--- config.mk ---
export PLATFORM = sky130hd
export DESIGN_NAME = ds_sample_feeder
export DESIGN_NICKNAME = d
export VERILOG_FILES = /design/src/rtl/delta_sigma_pkg.sv /design/src/rtl/ds_sample_fifo.sv /design/src/rtl/ds_sample_feeder.sv
export SDC_FILE = /design/constraint.sdc
export NUM_CORES = 1
export LEC_CHECK = 0
export CORE_MARGIN = 2
export CORE_UTILIZATION = 55
export DETAILED_ROUTE_END_ITERATION = 10
export PLACE_DENSITY = 0.76
export SLEW_MARGIN = 20
export SYNTH_ARGS = -nofsm -noshare
export SYNTH_HDL_FRONTEND = slang
export SYNTH_SLANG_ARGS = --single-unit
--- constraint.sdc ---
create_clock -name clk -period 7.1 [get_ports clk]
set_input_delay 1.42 -clock clk [delete_from_list [all_inputs] [get_ports clk]]
set_output_delay 1.42 -clock clk [all_outputs]
set_load 0.05 [all_outputs]
--- src/rtl/delta_sigma_pkg.sv ---
// Shared constants and types for the delta-sigma PW modulator datapath.
package delta_sigma_pkg;

    localparam int SAMPLE_BITS = 16;

    // Mid-scale sample, 1 << (FRAC_BITS-1)
    localparam logic [SAMPLE_BITS-1:0] RESET_SAMPLE = 16'h2000;

    // Host strobe synchronizer depth and its idle (strobe high) value
    localparam int SYNC_STAGES = 3;
    localparam logic [SYNC_STAGES-1:0] SYNC_RESET = '1;

    typedef logic [SAMPLE_BITS-1:0] sample_t;

endpackage

--- src/rtl/ds_sample_fifo.sv ---
// Small sample FIFO: extended pointers, storage, level and full/empty.
// push/pop are single-cycle requests. A push is taken when not full, or when
// full and a pop is taken in the same cycle. A pop is taken only when the FIFO
// is non-empty; there is no bypass from push to pop.
module ds_sample_fifo
    import delta_sigma_pkg::*;
#(
    parameter int DEPTH     = 4,
    parameter int LOG_DEPTH = 2
) (
    input  logic                 clk,
    input  logic                 reset,
    input  logic                 push,
    input  logic                 pop,
    input  sample_t              wdata,
    output sample_t              head,
    output logic                 full,
    output logic                 empty,
    output logic [LOG_DEPTH:0]   level
);

    logic [LOG_DEPTH:0] wptr;
    logic [LOG_DEPTH:0] rptr;
    sample_t            mem [DEPTH];
    logic               do_push;
    logic               do_pop;

    // Status derived from the pointer pair; MSB is the wrap bit
    always_comb begin
        level   = wptr - rptr;
        empty   = (wptr == rptr);
        full    = (wptr[LOG_DEPTH] != rptr[LOG_DEPTH]) &&
                  (wptr[LOG_DEPTH-1:0] == rptr[LOG_DEPTH-1:0]);
        do_pop  = pop && !empty;
        do_push = push && (!full || do_pop);
        head    = mem[rptr[LOG_DEPTH-1:0]];
    end

    // Pointer update; contents need no reset since pointers define validity
    always_ff @(posedge clk) begin
        if (reset) begin
            wptr <= '0;
            rptr <= '0;
        end else begin
            if (do_push) wptr <= wptr + 1'b1;
            if (do_pop)  rptr <= rptr + 1'b1;
        end
    end

    // Storage write
    always_ff @(posedge clk) begin
        if (do_push) mem[wptr[LOG_DEPTH-1:0]] <= wdata;
    end

endmodule

--- src/rtl/ds_sample_feeder.sv ---
// Sample feeder: assembles 16-bit samples from the host byte bus, buffers them
// and releases one to the modulator every (divider+1) completed pulses.
module ds_sample_feeder
    import delta_sigma_pkg::*;
#(
    parameter int                     DEPTH        = 4,
    parameter int                     LOG_DEPTH    = 2,
    parameter int                     DIV_BITS     = 8,
    parameter logic [SAMPLE_BITS-1:0] RESET_SAMPLE = delta_sigma_pkg::RESET_SAMPLE
) (
    input  logic                 clk,
    input  logic                 reset,
    input  logic [7:0]           data_in,
    input  logic                 data_part_in,
    input  logic                 push_en,
    input  logic [DIV_BITS-1:0]  divider,
    input  logic                 pulse_done,
    input  logic                 clear_flags,
    output logic [15:0]          sample_out,
    output logic                 sample_valid,
    output logic [LOG_DEPTH:0]   fifo_level,
    output logic                 underrun,
    output logic                 overflow
);

    logic [SYNC_STAGES-1:0] sreg;
    logic [7:0]             data_low;
    logic [DIV_BITS-1:0]    pace_cnt;
    logic                   dp;
    logic                   last;
    logic                   rise;
    logic                   fall;
    logic                   push_req;
    logic                   pop_req;
    sample_t                head;
    logic                   full;
    logic                   empty;

    // Edge detection on the synchronized strobe and pop timing from the pacer
    always_comb begin
        dp       = sreg[1];
        last     = sreg[0];
        rise     = dp && !last;
        fall     = !dp && last;
        push_req = rise && push_en;
        pop_req  = pulse_done && (pace_cnt == '0);
    end

    // Strobe synchronizer, new value shifted in at the MSB
    always_ff @(posedge clk) begin
        if (reset) sreg <= SYNC_RESET;
        else       sreg <= {data_part_in, sreg[SYNC_STAGES-1:1]};
    end

    // Low byte latched on the falling strobe edge; deliberately not reset
    always_ff @(posedge clk) begin
        if (fall) data_low <= data_in;
    end

    ds_sample_fifo #(
        .DEPTH     (DEPTH),
        .LOG_DEPTH (LOG_DEPTH)
    ) u_fifo (
        .clk   (clk),
        .reset (reset),
        .push  (push_req),
        .pop   (pop_req),
        .wdata ({data_in, data_low}),
        .head  (head),
        .full  (full),
        .empty (empty),
        .level (fifo_level)
    );

    // Pace counter: divider is only sampled at reload
    always_ff @(posedge clk) begin
        if (reset) begin
            pace_cnt <= '0;
        end else if (pulse_done) begin
            if (pace_cnt == '0) pace_cnt <= divider;
            else                pace_cnt <= pace_cnt - DIV_BITS'(1);
        end
    end

    // Output sample register, updated one cycle after the popping pulse
    always_ff @(posedge clk) begin
        if (reset) begin
            sample_out   <= RESET_SAMPLE;
            sample_valid <= 1'b0;
        end else if (pop_req && !empty) begin
            sample_out   <= head;
            sample_valid <= 1'b1;
        end
    end

    // Sticky flags; a set in the same cycle as a clear wins
    always_ff @(posedge clk) begin
        if (reset) begin
            underrun <= 1'b0;
            overflow <= 1'b0;
        end else begin
            if (clear_flags) begin
                underrun <= 1'b0;
                overflow <= 1'b0;
            end
            if (pop_req && empty && sample_valid) underrun <= 1'b1;
            if (push_req && full && !pop_req)     overflow <= 1'b1;
        end
    end

endmodule

Word level (Yosys, flattened, before mapping):

Memory sizes are Yosys's and may differ from the RTL's. A register that Yosys moved wholly into a read port is not among the register bits.
Index checks and enable logic that the tools add are counted.

* bits in read-only memories: 0
* word-level logic and storage cells: 42
* output and inout bits: 22
* flip-flop bits (word level): 28
* bits in latches: 0
* bits of input ports: 22
* memories kept: 1
* bits in writable memories: 64

* reductions and logical operators: 20
* equal/unequal tests: 3
* $add $sub $neg: 4
* $lt $le $gt $ge: 0
* divide/modulo/power cells: 0
* bitwise operators: 0
* multiplexer cells: 6
* multiply operators: 0
* shift operators: 0

Memories
* u_fifo.mem: words 4, bits a word 16, rd ports 1, clocked after Yosys merged registers in 1, wr ports 1, RTL line ds_sample_fifo.sv:24 `sample_t mem [DEPTH];`

Operators with widths (count)
* logical AND 1 bit: 11
* logical NOT 8 bit: 1
* 2-to-1 mux 8 bit: 1
* subtractor 8 x 1 -> 8 bit, second input constant: 1
* adder 3 x 1 -> 3 bit, second input constant: 2
* logical NOT 1 bit: 5
* 2-to-1 mux 1 bit: 5
* nonzero test 2 bit: 2
* equality test 3 bit: 1
* subtractor 3 bit: 1
* equality test 2 bit: 1
* logical OR 1 bit: 1
* != test 1 bit: 1

Depth between registers and ports, before layout:

Gate-level depths: netlist of the first run.

* depth after elaboration: 7
* depth in mapped cells: 9
* mapped depth without buffers: 6

By module:

A second synthesis of the first run with hierarchy kept.

* cell total of the unflattened synthesis: 309
* area, all modules: 4524.3 um^2

By module, submodules not included
* ds_sample_fifo: instances 1, seq. area each 2082.0 um^2, cells an instance 139, area each 2820.2 um^2
* ds_sample_feeder: instances 1, seq. area each 840.8 um^2, cells an instance 170, area each 1704.1 um^2

Least setup slack after synthesis of the first run:

Ideal clock, no wire load.

* path kind: reg-to-output
* start: register u_fifo.wptr[0]
* end: output fifo_level[2]
* slack: 3.833 ns
* path buffers: 0
* required time: 5.680 ns
* data arrival time: 1.847 ns
* cell stages (with the launch flop): 5
* path through: dfxtp_1 > inv_1 > ha_1 > fa_1 > xnor2_1

* longest elaborated chain between the ends: 1

RTL lines
* start, declared: RTL line ds_sample_fifo.sv:22 `logic [LOG_DEPTH:0] wptr;`
* start signal, assigned: RTL line ds_sample_fifo.sv:45 `if (do_push) wptr <= wptr + 1'b1;`
* subtractor 3 bit: RTL line ds_sample_fifo.sv:30 `level = wptr - rptr;`
* end, declared: RTL line ds_sample_feeder.sv:21 `output logic [LOG_DEPTH:0] fifo_level,`

No other way between the ends.

Worst setup path after layout of the first run:

* start: register u_fifo.rptr[0]
* end: output fifo_level[2]

* longest elaborated chain between the ends: 1

RTL lines
* start, declared: RTL line ds_sample_fifo.sv:23 `logic [LOG_DEPTH:0] rptr;`
* start signal, assigned: RTL line ds_sample_fifo.sv:46 `if (do_pop) rptr <= rptr + 1'b1;`
* subtractor 3 bit: RTL line ds_sample_fifo.sv:30

No other way between the ends.

==> results.ini, run 1 <==
[run_status]
outcome=finished, final reports clean

[synthesis]
synth_most_common_cell=edfxtp_1
ys_warn_count=0
netlist_instances=273
synth.top_cells.by_count=edfxtp_1 (72), dfxtp_1 (36), nor2_1 (27), mux2i_1 (18), mux4_2 (16)
avgSynthCellArea_um2=15.72
ys_ff_latch=108
synth_seq_area_share_pct=67.19
netlist_area_um2=4290
async_reset_ff_share_pct=0
ys.flop_type=edfxtp_1
synth_edf_count=72
synthDistinctLibCells=49
synth_top_area_share_pct=50.39
synth.largest_area_cell=edfxtp_1
synth_nets=305
synthTopCellsByArea=edfxtp_1 (50%), dfxtp_1 (17%), mux4_2 (8.4%)

[detailed_routing]
routed_wl_mm=7.527
via_per_inst=5.395
drt_iter0_drc=118
ant_nets=0
wl_per_cell_um=17.59
drcViolationCount=0
vias=2309
firstDrtPassIters=4

[pwr]
switchingPower_mw=0.3483
switching_share_pct=27.52
pwr-share-clk_pct=27.5
p_int_mw=0.9171
power_mw=1.265
ir_drop_v=0.0001298
combPwrFrac_pct=15.7
pwr-share-seq_pct=56.8
power.leakage_nw=1.819
powerDensity_nw_per_um2=252.6

[floorplanning]
die-area_um2=8523
die_y_um=92.32
core-area_um2=7647
io_pins=44
rows=32
initial_utilization_pct=56.10
floorplan.die.width_um=92.32

[min_path]
holdPathStages=1
min_path_type=register to register
holdPathEnd=sreg[1]
worstHoldStart=sreg[2]

[timing]
slew_viol_final=0
fin_crit_ns=3.928
setup_viol=0
slew_headroom_pct=33.97
fin_crit_sh_pct=55.33
fin_tns_setup_ns=0
fin_skew_ns=0.01629
final_hold_viol_count=0
rsz0062_at_grt=no
clock.fmax_ghz=0.2546
tightest_slew_ns=0.9884

[placement]
dp.cells=412
hpwlAfterDp_mm=4.906
port_buffers=43
place_area_um2=4823
place.gp.congestion=0.7569

[cells_and_area]
drive_above_1_share_pct=15.64
final_area_um2=5009
utilization_pct=65.49
diodes=0
final_cells=428
syn_to_final_growth_pct=16.74
fin_nets=353

[clock_tree]
cts_setup_buffers=0
cts_sinks=108
numCtsBuffers=9
htreeDepth=3
cts_hold_buf=0
cts_tree=yes
clockBufferDepth=2
clk_latency_ns=0.37
cts.clk_slew.worst_paths_ns=0.10
cts-root-buf=clkbuf_8
postCtsResizedCells=0

[global_route]
grt_max_degree=44
grt_pass1_wl_mm=12.22
grt_util_all_layers_pct=19.33
grt_overflow=0
antenna_found_initial=0
grt_pass1_vias=2405

[worst_setup_path]
path_max_fanout=19
crit_arrival_ns=2.51
reg2reg_depth=7
critPathMaxStageDelay_ns=0.81
reg2reg_slack_ns=4.48
critical_path_class=register to primary output
end_kind=primary output
critPathBufInv=2
cp.depth=5
crit_family=buffers and inverters
startpoint_type=register
crit_required_ns=5.68
cp_slowest_cell=clkdlybuf4s50_1
r2r_start=u_fifo.rptr[1]
crit_chain=buf_4 -> ha_1 -> fa_1 -> xnor2_1 -> clkdlybuf4s50_1
r2r_end=u_fifo.mem[2][11]

[job]
maxCapViolations=0

-- cell usage in the layout (no fill, tap or decap), types with 3 or more instances in the layout --
master	count
a21oi_1	7
and2_1	3
buf_4	5
clkbuf_8	9
clkdlybuf4s50_1	43
dfxtp_1	36
edfxtp_1	72
ha_1	9
inv_1	11
inv_6	3
mux2i_1	18
mux4_2	16
nand2_1	9
nor2_1	27
nor2b_1	3
or2_2	5
-- state kept, by name (all words and copies together) (netlist names) --
register	cells
data_low	8
sample_out	16
sample_valid	1
sreg	3
underrun	1
u_fifo.wptr	3
overflow	1
u_fifo.mem	64
pace_cnt	8
u_fifo.rptr	3
-- routing by layer --
| metal | vias up | routed length, um | GRT usage, % |
|---|---|---|---|
| li1 | 1113 | - | - |
| met1 | 1148 | 3472 | 25.53 |
| met2 | 36 | 3720 | 31.57 |
| met3 | 12 | 189 | 3.580 |
| met4 | 0 | 145 | 8.582 |
| met5 | - | 0 | 0 |
-- layout make-up --
cell class | instances | area, um^2
fillers | 550 | 2639
well taps | 102 | 127.6
flip-flops and latches | 108 | 2883
multi-input cells | 143 | 1304
inverters | 11 | 41.29
repair buffers | 48 | 467.9
clock buffers | 9 | 123.9
clock inverters | 7 | 61.31
-- worst max path at each step --
| stage | start | end | slack (ns) |
|---|---|---|---|
| 6_report | u_fifo.rptr[0] | fifo_level[2] | 3.17 |
| 4_1_cts | u_fifo.rptr[0] | fifo_level[1] | 3.12 |
| 3_5_place_dp | pulse_done | u_fifo.mem[2][3] | 3.29 |
| 3_3_place_gp | pulse_done | u_fifo.mem[2][12] | 3.36 |
| 2_1_floorplan | u_fifo.wptr[0] | fifo_level[2] | 3.83 |
| 5_1_grt | u_fifo.rptr[0] | fifo_level[1] | 3.00 |
-- power by group through the flow --
stage | registers, mW | logic (mW) | clock network [mW]
after floorplan | 0.731 | 0.148 | 0
after global placement | 0.731 | 0.191 | 0
after detailed placement | 0.733 | 0.198 | 0
after CTS | 0.719 | 0.199 | 0.356
after global routing | 0.723 | 0.219 | 0.377
final | 0.719 | 0.198 | 0.348
-- kinds of logic after synthesis --
family | synth area share (%)
xor+xnor | 0.8167
flops | 67.19
buf+inv | 2.421
mux | 13.12
compound gates | 4.462
simple gates | 8.895
fa+ha+maj | 3.091
-- stage by stage --
| stage | hold slack (ns) | setup WS [ns] |
|---|---|---|
| detailed placement | 0.4035 | 3.292 |
| global route | 0.4651 | 2.996 |
| finish | 0.4250 | 3.172 |
| global placement | 0.3928 | 3.358 |
| CTS | 0.4278 | 3.122 |
| floorplan | 0.3895 | 3.833 |
Note: power is estimated with default switching activity, not from simulation.
==> run 2: changes to the inputs <==
--- a/config.mk
+++ b/config.mk
@@ -6,9 +6,9 @@
 export NUM_CORES = 1
 export LEC_CHECK = 0
 export CORE_MARGIN = 2
-export CORE_UTILIZATION = 55
+export CORE_UTILIZATION = 51
 export DETAILED_ROUTE_END_ITERATION = 10
-export PLACE_DENSITY = 0.76
+export PLACE_DENSITY = 0.74
 export SLEW_MARGIN = 20
 export SYNTH_ARGS = -nofsm -noshare
 export SYNTH_HDL_FRONTEND = slang
==> constraint.sdc (replaced) <==
create_clock -name clk -period 3.48 [get_ports clk]
set_input_delay 0.696 -clock clk [delete_from_list [all_inputs] [get_ports clk]]
set_output_delay 0.696 -clock clk [all_outputs]
set_load 0.05 [all_outputs]
==> run 2 against run 1 <==
  * Sequential power is 100% higher
  * Register-to-register slack worse by 3.4 ns
  * Largest power group unchanged
  * Flip-flop and latch count stayed put
  * Core utilization is 3.9 points lower
==> results.ini, run 2 (synthesized netlist as in run 1, its figures left out) <==
[clock_tree]
clk_latency_ns=0.36
cts_setup_buffers=0
postCtsResizedCells=0
numCtsBuffers=9
cts_tree=yes
htreeDepth=3
cts-root-buf=clkbuf_8
clockBufferDepth=2
cts_hold_buf=0
cts_sinks=108
cts.clk_slew.worst_paths_ns=0.10

[floorplanning]
core-area_um2=8175
die_y_um=95.72
floorplan.die.width_um=95.72
rows=33
die-area_um2=9162
io_pins=44
initial_utilization_pct=52.48

[global_route]
grt_overflow=0
grt_busiest_layer=met2
antenna_found_initial=0
grt_util_all_layers_pct=18.05
grt_max_degree=28
grt_pass1_wl_mm=11.87
grt_pass1_vias=2299
use_met2_pct=29.02
grt_use_met1_pct=24.58
grt_use_met3_pct=2.897

[min_path]
holdPathStages=1
min_path_type=register to register
holdPathEnd=sreg[1]
worstHoldStart=sreg[2]

[pwr]
pwr-share-seq_pct=57.3
powerDensity_nw_per_um2=508.3
power.leakage_nw=1.833
combPwrFrac_pct=15.9
p_int_mw=1.866
switchingPower_mw=0.6918
pwr-share-clk_pct=26.8
ir_drop_v=0.0003092
switching_share_pct=27.04

[cells_and_area]
drive_above_1_share_pct=16.97
syn_to_final_growth_pct=17.29
diodes=0
fin_nets=357
final_common_cell=edfxtp_1
largest_register_ff_count=64
final_area_um2=5032
mostFrequentLayoutCells=edfxtp_1 (72), clkdlybuf4s50_1 (41), dfxtp_1 (36), nor2_1 (27), mux2i_1 (18)

[placement]
port_buffers=43
place_area_um2=4856
hpwlAfterDp_mm=4.954
place.gp.congestion=0.7486

[detailed_routing]
drt_iter0_drc=120
vias=2341
routed_wl_mm=7.326
firstDrtPassIters=4
ant_nets=0
wl_per_cell_um=16.84
via_per_inst=5.382
drcViolationCount=0

[timing]
slew_headroom_pct=36.33
setup_viol=0
tightest_slew_ns=0.9531
clock.fmax_ghz=0.3675
final_hold_viol_count=0
fin_skew_ns=0.009340
fin_crit_ns=2.721
rsz0062_at_grt=no
fin_crit_sh_pct=78.20
slew_viol_final=0
fin_tns_setup_ns=0

[worst_setup_path]
path_max_fanout=4
r2r_start=pace_cnt[0]
startpoint_type=register
reg2reg_slack_ns=1.04
crit_required_ns=2.78
end_kind=primary output
r2r_end=u_fifo.mem[0][5]
reg2reg_depth=7
crit_arrival_ns=2.03
critical_path_class=register to primary output

[run_status]
outcome=finished, final reports clean

[job]
maxCapViolations=0

## run 2: per-layer routing
layer | part of all wire (%) | wire length [um] | vias up
li1 | - | - | 1126
met1 | 47 | 3472 | 1169
met2 | 48 | 3521 | 37
met3 | 2.8 | 207 | 9
met4 | 1.7 | 124 | 0
met5 | 0 | 0 | -
## run 2: how the worst max path moves through the flow
stage	start	endpoint	cells past startpoint
global placement	pulse_done	u_fifo.mem[0][13]	6
floorplan	u_fifo.rptr[1]	u_fifo.wptr[2]	8
detailed placement	pulse_done	u_fifo.mem[0][13]	6
CTS	u_fifo.wptr[0]	fifo_level[0]	4
global route	u_fifo.wptr[0]	fifo_level[0]	4
finish	u_fifo.wptr[0]	fifo_level[0]	4
## run 2: area by class of cell
class                      instances  area, um^2
fill                             636        3143
sequential                       108        2883
multi-input combinational        143        1308
timing repair buffer              52       493.0
tap                              105       131.4
clock buffer                      10       127.6
clock inverter                     6       48.80
inverter                          11       41.29
## run 2: power groups by stage
stage / logic [mW] / clock network [mW] / registers [mW]
floorplan: 0.302 / 0 / 1.49
global placement: 0.393 / 0 / 1.49
detailed placement: 0.408 / 0 / 1.50
CTS: 0.408 / 0.701 / 1.47
global route: 0.463 / 0.754 / 1.47
finish: 0.407 / 0.685 / 1.47
## run 2: worst max-delay path, cell delays in order (launching register included)
cell	delay [ns]
dfxtp_1	0.40
inv_1	0.13
ha_1	0.30
inv_1	0.06
clkdlybuf4s50_1	0.79
## run 2: per-stage QoR
step | setup slack, ns | utilization, % | cells | hold slack (ns) | power (mW)
after floorplan | 0.6232 | - | 273 | 0.3895 | 1.794
after global placement | 0.6084 | 59.40 | 419 | 0.4048 | 1.886
after detailed placement | 0.5239 | 59.40 | 419 | 0.4157 | 1.903
after CTS | 0.7392 | 61.55 | 435 | 0.4348 | 2.576
after global routing | 0.6181 | 61.55 | 435 | 0.4559 | 2.691
final | 0.7587 | 61.55 | 435 | 0.4286 | 2.558
